<file path="config.mk">
export PLATFORM = sky130hd
export DESIGN_NAME = rle_tx_packer_flat
export DESIGN_NICKNAME = d
export VERILOG_FILES = /design/src/rtl/rle_tx_packer_if.sv /design/src/rtl/rle_tx_packer.sv /design/src/flat_wrapper.sv
export SDC_FILE = /design/constraint.sdc
export NUM_CORES = 1
export LEC_CHECK = 0
export BUFFER_PORTS_ARGS = -buffer_cell sky130_fd_sc_hd__buf_2
export CORE_MARGIN = 10
export CORE_UTILIZATION = 40
export CTS_CLUSTER_DIAMETER = 150
export DETAILED_ROUTE_END_ITERATION = 8
export GPL_TIMING_DRIVEN = 0
export SLEW_MARGIN = 20
export SYNTH_ARGS = -nofsm -noshare
export SYNTH_HDL_FRONTEND = slang
export SYNTH_SLANG_ARGS = --single-unit
</file>
<file path="constraint.sdc">
create_clock -name clk -period 9.7 [get_ports clk]
set_clock_uncertainty 0.2 [all_clocks]
set_input_delay 0.97 -clock clk [delete_from_list [all_inputs] [get_ports clk]]
set_output_delay 0.97 -clock clk [all_outputs]
set_load 0.05 [all_outputs]
</file>
<file path="src/rtl/rle_tx_packer_if.sv">
// Handshake bundle for the RLE transmitter: field input side, flush control
// and the packed 32-bit word output side.
interface rle_tx_packer_if;
  logic        in_valid;
  logic        in_ready;
  logic [15:0] in_data;
  logic [4:0]  in_len;
  logic        flush;
  logic        flush_done;
  logic        word_valid;
  logic        word_ready;
  logic [31:0] word_data;

  modport master (
    output in_valid, in_data, in_len, flush, word_ready,
    input  in_ready, flush_done, word_valid, word_data
  );

  modport slave (
    input  in_valid, in_data, in_len, flush, word_ready,
    output in_ready, flush_done, word_valid, word_data
  );
endinterface

</file>
<file path="src/rtl/rle_tx_packer.sv">
// Run-length encoder packing MSB-first field bits into 32-bit words of eight
// {bit, 3-bit run} nibbles; runs span fields and are closed only by flush.
module rle_tx_packer (
  input  logic              clk,
  input  logic              rst,
  rle_tx_packer_if.slave    bus
);

  typedef enum logic [2:0] {
    IDLE,
    SHIFT,
    EMIT,
    FLUSH_RUN,
    FLUSH_PAD,
    FLUSH_EMIT
  } state_t;

  state_t      state;
  logic [15:0] shreg;
  logic [4:0]  bit_cnt;
  logic        run_bit;
  logic [2:0]  run_len;
  logic [3:0]  nib_cnt;
  logic [31:0] acc;
  logic        in_ready_q;
  logic        flush_done_q;
  logic        word_valid_q;
  logic [31:0] word_data_q;

  logic [4:0]  len_c;
  logic        cur_bit;
  logic        last_bit;
  logic        run_extend;
  logic [3:0]  nibble;
  logic [31:0] commit_word;

  // Unfilled slots of acc are always zero, so a commit can simply OR the
  // nibble into its slot.
  always_comb begin
    len_c       = (bus.in_len > 5'd16) ? 5'd16 : bus.in_len;
    cur_bit     = shreg[15];
    last_bit    = (bit_cnt == 5'd1);
    run_extend  = (cur_bit == run_bit) && (run_len != 3'd7);
    nibble      = {run_bit, run_len};
    commit_word = acc | ({nibble, 28'd0} >> {nib_cnt[2:0], 2'b00});
  end

  always_ff @(posedge clk or posedge rst) begin
    if (rst) begin
      state        <= IDLE;
      shreg        <= '0;
      bit_cnt      <= '0;
      run_bit      <= 1'b0;
      run_len      <= '0;
      nib_cnt      <= '0;
      acc          <= '0;
      in_ready_q   <= 1'b0;
      flush_done_q <= 1'b0;
      word_valid_q <= 1'b0;
      word_data_q  <= '0;
    end else begin
      flush_done_q <= 1'b0;
      case (state)
        IDLE: begin
          in_ready_q <= 1'b1;
          if (bus.flush) begin
            state      <= FLUSH_RUN;
            in_ready_q <= 1'b0;
          end else if (bus.in_valid && in_ready_q && (len_c != 5'd0)) begin
            shreg      <= bus.in_data << (5'd16 - len_c);
            bit_cnt    <= len_c;
            state      <= SHIFT;
            in_ready_q <= 1'b0;
          end
        end

        SHIFT: begin
          shreg      <= {shreg[14:0], 1'b0};
          bit_cnt    <= bit_cnt - 5'd1;
          state      <= last_bit ? IDLE : SHIFT;
          in_ready_q <= last_bit;
          if (run_len == 3'd0) begin
            run_bit <= cur_bit;
            run_len <= 3'd1;
          end else if (run_extend) begin
            run_len <= run_len + 3'd1;
          end else begin
            run_bit <= cur_bit;
            run_len <= 3'd1;
            if (nib_cnt == 4'd7) begin
              // Eighth nibble: publish the word on this same edge.
              word_data_q  <= commit_word;
              word_valid_q <= 1'b1;
              acc          <= '0;
              nib_cnt      <= 4'd8;
              state        <= EMIT;
              in_ready_q   <= 1'b0;
            end else begin
              acc     <= commit_word;
              nib_cnt <= nib_cnt + 4'd1;
            end
          end
        end

        EMIT: begin
          if (bus.word_ready) begin
            word_valid_q <= 1'b0;
            nib_cnt      <= '0;
            if (bit_cnt != 5'd0) begin
              state <= SHIFT;
            end else begin
              state      <= IDLE;
              in_ready_q <= 1'b1;
            end
          end
        end

        FLUSH_RUN: begin
          state <= FLUSH_PAD;
          if (run_len != 3'd0) begin
            run_len <= '0;
            run_bit <= 1'b0;
            if (nib_cnt == 4'd7) begin
              word_data_q  <= commit_word;
              word_valid_q <= 1'b1;
              acc          <= '0;
              nib_cnt      <= 4'd8;
              state        <= FLUSH_EMIT;
            end else begin
              acc     <= commit_word;
              nib_cnt <= nib_cnt + 4'd1;
            end
          end
        end

        FLUSH_PAD: begin
          if (nib_cnt != 4'd0) begin
            word_data_q  <= acc;
            word_valid_q <= 1'b1;
            acc          <= '0;
            state        <= FLUSH_EMIT;
          end else begin
            flush_done_q <= 1'b1;
            in_ready_q   <= 1'b1;
            state        <= IDLE;
          end
        end

        FLUSH_EMIT: begin
          if (bus.word_ready) begin
            word_valid_q <= 1'b0;
            nib_cnt      <= '0;
            flush_done_q <= 1'b1;
            in_ready_q   <= 1'b1;
            state        <= IDLE;
          end
        end

        default: begin
          state      <= IDLE;
          in_ready_q <= 1'b0;
        end
      endcase
    end
  end

  assign bus.in_ready   = in_ready_q;
  assign bus.flush_done = flush_done_q;
  assign bus.word_valid = word_valid_q;
  assign bus.word_data  = word_data_q;

endmodule

</file>
<file path="src/flat_wrapper.sv">
// flat-port wrapper written by rule: the top's interface ports become plain ports
module rle_tx_packer_flat 
  (clk, rst, bus_in_valid, bus_in_data, bus_in_len, bus_flush, bus_word_ready, bus_in_ready, bus_flush_done, bus_word_valid, bus_word_data);
  rle_tx_packer_if bus_i ();
  input  logic clk;
  input  logic rst;
  input wire logic [$bits(bus_i.in_valid)-1:0] bus_in_valid;
  input wire logic [$bits(bus_i.in_data)-1:0] bus_in_data;
  input wire logic [$bits(bus_i.in_len)-1:0] bus_in_len;
  input wire logic [$bits(bus_i.flush)-1:0] bus_flush;
  input wire logic [$bits(bus_i.word_ready)-1:0] bus_word_ready;
  output wire logic [$bits(bus_i.in_ready)-1:0] bus_in_ready;
  output wire logic [$bits(bus_i.flush_done)-1:0] bus_flush_done;
  output wire logic [$bits(bus_i.word_valid)-1:0] bus_word_valid;
  output wire logic [$bits(bus_i.word_data)-1:0] bus_word_data;
  assign bus_i.in_valid = bus_in_valid;
  assign bus_i.in_data = bus_in_data;
  assign bus_i.in_len = bus_in_len;
  assign bus_i.flush = bus_flush;
  assign bus_i.word_ready = bus_word_ready;
  assign bus_in_ready = bus_i.in_ready;
  assign bus_flush_done = bus_i.flush_done;
  assign bus_word_valid = bus_i.word_valid;
  assign bus_word_data = bus_i.word_data;
  rle_tx_packer u_core (.clk(clk), .rst(rst), .bus(bus_i));
endmodule
</file>
Yosys cells after proc, flatten, opt, wreduce, memory -nomap -nowiden

Index checks and enable logic that the tools add are counted.

Output and inout bits: 35
Bits of input ports: 26
Word-level logic and storage cells: 131
Register bits after elaboration: 99

Eq/ne operators: 22
Bitwise gates (word level): 2
Magnitude comparators: 1
Add/subtract/negate cells: 4
Mux-type cells: 66
Reductions and logical operators: 23
Shifts and indexed selects: 2

Operators with widths:

| operator                                                         | count |
|---|---|
| 32-bit two-way mux                                               | 10 |
| 32-bit one-hot mux with 3 select lines                           | 2 |
| 3-bit two-way mux                                                | 12 |
| 16-bit two-way mux                                               | 2 |
| 32-bit bitwise OR                                                | 1 |
| 16-bit one-hot mux with 2 select lines                           | 1 |
| 32-bit by 5-bit right shift with 32-bit output                   | 1 |
| 1-bit two-way mux                                                | 23 |
| 4-bit two-way mux                                                | 5 |
| 3-bit one-hot mux with 6 select lines                            | 1 |
| 16-bit by 5-bit << shifter with 16-bit output                    | 1 |
| 5-bit two-way mux                                                | 3 |
| 5-bit AND reduction                                              | 3 |
| 2-bit != test (second input constant)                            | 7 |
| 4-bit one-hot mux with 3 select lines                            | 1 |
| 5-bit one-hot mux with 2 select lines                            | 1 |
| 5-bit nonzero test                                               | 2 |
| 3-bit AND reduction                                              | 3 |
| 3-bit nonzero test                                               | 3 |
| 2-bit by 1-bit != test with 1-bit output (second input constant) | 4 |
| 4-bit nonzero test                                               | 2 |
| 3-bit by 2-bit == test with 1-bit output (second input constant) | 2 |
| 3-bit == test (second input constant)                            | 2 |
| 3-bit logical NOT                                                | 2 |
| 21 further kinds                                                 | 26 |

Logic depth before layout (Yosys ltp)

Depth after elaboration: 7
Depth in mapped cells: 14
Depth with buffers taken out: 10

Worst setup path after synthesis

Ideal clock, no wire load.

Path type: input -> register
Start: input port bus_in_len[0]
End: register u_core.shreg[14]
Arrival: 3314 ps
Stages on the path: 14
Setup time: 135 ps
Path buffers: 5
Setup slack: 6052 ps
Required time: 9365 ps
Path through: nor2b_2 > buf_6 > inv_2 > buf_2 > ha_1 > buf_4 > o21a_1 > ha_1 > nand4bb_1 > a21o_1 > buf_2 > clkbuf_1 > a22oi_1 > o211ai_1

Word-level cells in the longest chain between the ends: 7
Elaborated cells on any way between the ends: 11
Classes of those cells: add/sub: 1; order compare: 1; eq/ne: 1; shift: 1; mux: 4; reduce/logical: 3

Ends and longest elaborated chain:

| item                                          | line                | source |
|---|---|---|
| from (decl)                                   | flat_wrapper.sv:9   | `input wire logic [$bits(bus_i.in_len)-1:0] bus_in_len;` |
| 5-bit greater-than comparator                 | rle_tx_packer.sv:40 | `len_c = (bus.in_len > 5'd16) ? 5'd16 : bus.in_len;` |
| 5-bit two-way mux *                           | rle_tx_packer.sv:40 |  |
| 5-bit subtractor                              | rle_tx_packer.sv:70 | `shreg <= bus.in_data << (5'd16 - len_c);` |
| 16-bit by 5-bit << shifter with 16-bit output | rle_tx_packer.sv:70 |  |
| 16-bit two-way mux                            | rle_tx_packer.sv:69 | `end else if (bus.in_valid && in_ready_q && (len_c != 5'd0)) begin` |
| 16-bit two-way mux                            | rle_tx_packer.sv:66 | `if (bus.flush) begin` |
| 16-bit one-hot mux with 2 select lines        | rle_tx_packer.sv:63 | `case (state)` |
| to (signal assigned)                          | rle_tx_packer.sv:70 |  |
| to (signal assigned)                          | rle_tx_packer.sv:78 | `shreg <= {shreg[14:0], 1'b0};` |
| to (decl)                                     | rle_tx_packer.sv:19 | `logic [15:0] shreg;` |

Every way passes the cells marked *; elsewhere a longest branch is shown, timed or not. The select of a mux whose other input is x is not followed.
A chain may end at the register's enable or synchronous reset.

Worst setup path after layout

Same ends and word-level chain as after synthesis.

==> impl_results.md <==
* Pleak at 2.936 nW
* Final Power at 1.905 mW
* Num CTS Buffers at 9
* Vias in the first global route at 4,912
* Startpoint Class: input port
* # setup viols final at 0
* Final Slew Violations at 0
* Bufs and invs on worst path at 7
* Worst Setup End Kind: flop
* Leading area contributor after synthesis: dfrtp_1
* Fin crit share at 41.01%
* Post-CTS Resized at 0
* Placer Congestion at 0.9217
* Fraction of registers with async set or reset after synthesis at 100.0%
* Clock Latency Late Sink at 0.35 ns
* Initial antenna violation count at 0
* # IOs at 61
* Crit Path Category: input port to flop
* Post-synthesis cell count at 605
* Die area at 18,810 um^2
* Final wirelength at 14.56 mm
* DR vias at 4,847
* Top-area cell type share of the netlist area at 45.13%
* VDD IR max at 0.0001290 V
* Buffers on Ports at 60
* Largest net degree at the start of global routing at 59
* Clock period minus worst slack at 3.978 ns
* Fmax achieved at 251.4 MHz
* Placed wire-length estimate at 10.98 mm
* CTS tree: done
* Synthesized area per cell at 9.073 um^2
* Final instance area at 6327 um^2
* Wire length per cell at 16.97 um
* Mapped Nets at 641
* Status: completed
* Vias/cell at 5.649
* Worst path max stage delay at 0.41 ns
* Endpoints failing hold at 0
* Initial Util at 41.12%
* EDFF count, synth at 0
* Slew @ Worst Pin at 0.7242 ns
* RSZ-0062 raised after global routing: no
* Placed Area at 6042 um^2
* Max cap viols at 0
* First-pass GRT wire length at 24.61 mm
* Die Span X at 137.1 um
* Cell mode on critical path: buf_2
* Slowest-stage cell, CP: clkbuf_1
* Hold Buf Count CTS at 0
* Area grow syn2layout at 15.27%
* Inserted Diodes at 0
* PwrDens at 301.0 nW/um^2
* Crit path max-delay family: buffers and inverters
* Syn Std Cell Area at 5489 um^2
* Setup TNS at 0 ns
* Arr. time, crit path at 4.04 ns
* Longest Clk Path Bufs at 2
* Seq cells post-synth at 99
* Core footprint at 13,350 um^2
* Commonest cells post-synth: dfrtp_1, a21oi_1, nand2_1, nor2_1, o21ai_1
* CTS sink cnt at 99
* Max-slew headroom at 51.28%
* Clock transition at path regs at 0.07 ns
* Yosys Warn Count at 0
* Post-CTS setup buffer count at 0
* Fin util at 47.40%
* Top-count cell post-synth: dfrtp_1
* Critical path peak fanout at 10
* Final WS setup at 5.722 ns
* Seq/Total Area, Yosys at 45.13%
* Crit path cell chain: buf_2, nor2b_2, buf_6, inv_2, buf_2, ha_1, buf_4, o21a_1, ha_1, nand4bb_1, a21o_1, buf_2, clkbuf_1, a22oi_1, o211ai_1
* Clock root cell: clkbuf_16
* Synth unique cells at 68
* Synth area leaders: dfrtp_1, a21oi_1, nand2_1, nor2_1, mux2i_1
* Post-DRT Antenna Nets at 0
* Drt first pass iters at 5
* Type of the most critical hold path: flop to flop
* Pre-CTS WS at 5.394 ns
* H-tree depth at 3
* Global-route usage over all layers at 16.04%
* Layout Nets at 713
* Row cnt at 42
* DRT iter0 DRCs at 367
* Ys flop type: dfrtp_1
* DRC viols at 0
* Die H at 137.1 um
* Remaining global-route overflow at 0
* Layout cells sized above 1 at 19.21%
* WP data required at 9.76 ns
## report_power, final
group	internal, mW	total [mW]	switching, mW
registers	0.553	0.640	0.0867
logic	0.281	0.915	0.633
clock network	0.185	0.350	0.165
total	1.02	1.90	0.886
## cells in the final DEF (no fill, tap or decap), types with 6 or more instances in the layout
master     count
dfrtp_1       99
nor3_1         8
clkbuf_1      12
inv_1         14
clkbuf_16      9
mux2i_1       21
a31oi_1        6
nand2_1       68
o21ai_0       30
nand2b_1       7
mux2_2        12
o21ai_1       33
nand3_1        9
nor2_1        63
ha_1          10
nor2b_1        6
a22oi_1        8
a21oi_1       87
a22o_1         7
buf_2         77
## worst paths after layout
kind	start	end	slack [ns]	cells past startpoint
max reg2reg	u_core.run_len[1]	u_core.acc[12]	6.82	8
max in group asynchronous	rst	u_core.bus.word_data[4]	8.25	3
max	bus_in_len[0]	u_core.shreg[14]	5.72	15
min in group asynchronous	rst	u_core.bus.word_data[21]	0.43	2
min	u_core.bus.word_data[19]	u_core.bus.word_data[19]	0.28	2
min reg2reg	u_core.bus.word_data[19]	u_core.bus.word_data[19]	0.28	2
## kinds of logic (layout without fill, tap and decap cells)
family / Yosys count / after routing / share of synthesized area, %
XOR/XNOR: 4 / 4 / 1.117
AND/OR/NAND/NOR: 185 / 185 / 15.23
AO/OA/AOI/OAI: 218 / 218 / 24.23
multiplexers: 35 / 35 / 7.112
flip-flops: 99 / 99 / 45.13
buffers and inverters: 54 / 131 / 4.901
adder cells (fa/ha/maj): 10 / 10 / 2.279
## metrics by stage
step                instances  hold slack (ns)
global placement          841           0.2631
finish                    858           0.2788
CTS                       858           0.2862
floorplan                 605           0.2489
global route              858           0.3012
detailed placement        842           0.2699
## worst reg2reg max path: stages, from the launching register on
cell      delay (ns)
dfrtp_1         0.35
clkbuf_1        0.43
inv_1           0.19
ha_1            0.25
nand2b_1        0.21
nand2_1         0.19
o32ai_2         0.53
buf_2           0.33
nor2_1          0.08
## state kept, by name, summed over array words and instances, names as in the netlist
| name | cells |
|---|---|
| u_core.acc | 32 |
| u_core.bit_cnt | 5 |
| u_core.bus.flush_done | 1 |
| u_core.bus.in_ready | 1 |
| u_core.bus.word_data | 32 |
| u_core.bus.word_valid | 1 |
| u_core.nib_cnt | 4 |
| u_core.run_bit | 1 |
| u_core.run_len | 3 |
| u_core.shreg | 16 |
| u_core.state | 3 |
## layout make-up
type | count | area, um^2
clock inverter | 5 | 42.54
buffer | 38 | 209.0
clock buffer | 11 | 242.7
fill | 1336 | 7020
tap | 176 | 220.2
timing repair buffer | 61 | 327.8
inverter | 16 | 65.06
multi-input combinational | 452 | 2743
sequential | 99 | 2477
## metal layers
| metal | up-vias | global-route usage (%) | part of all wire (%) |
|---|---|---|---|
| met2 | 157 | 25.29 | 46 |
| li1 | 2316 | - | - |
| met5 | - | 0 | 0 |
| met3 | 24 | 3.666 | 6.6 |
| met4 | 0 | 6.382 | 2.1 |
| met1 | 2350 | 20.83 | 45 |
Power figures use the tool's default switching activity.
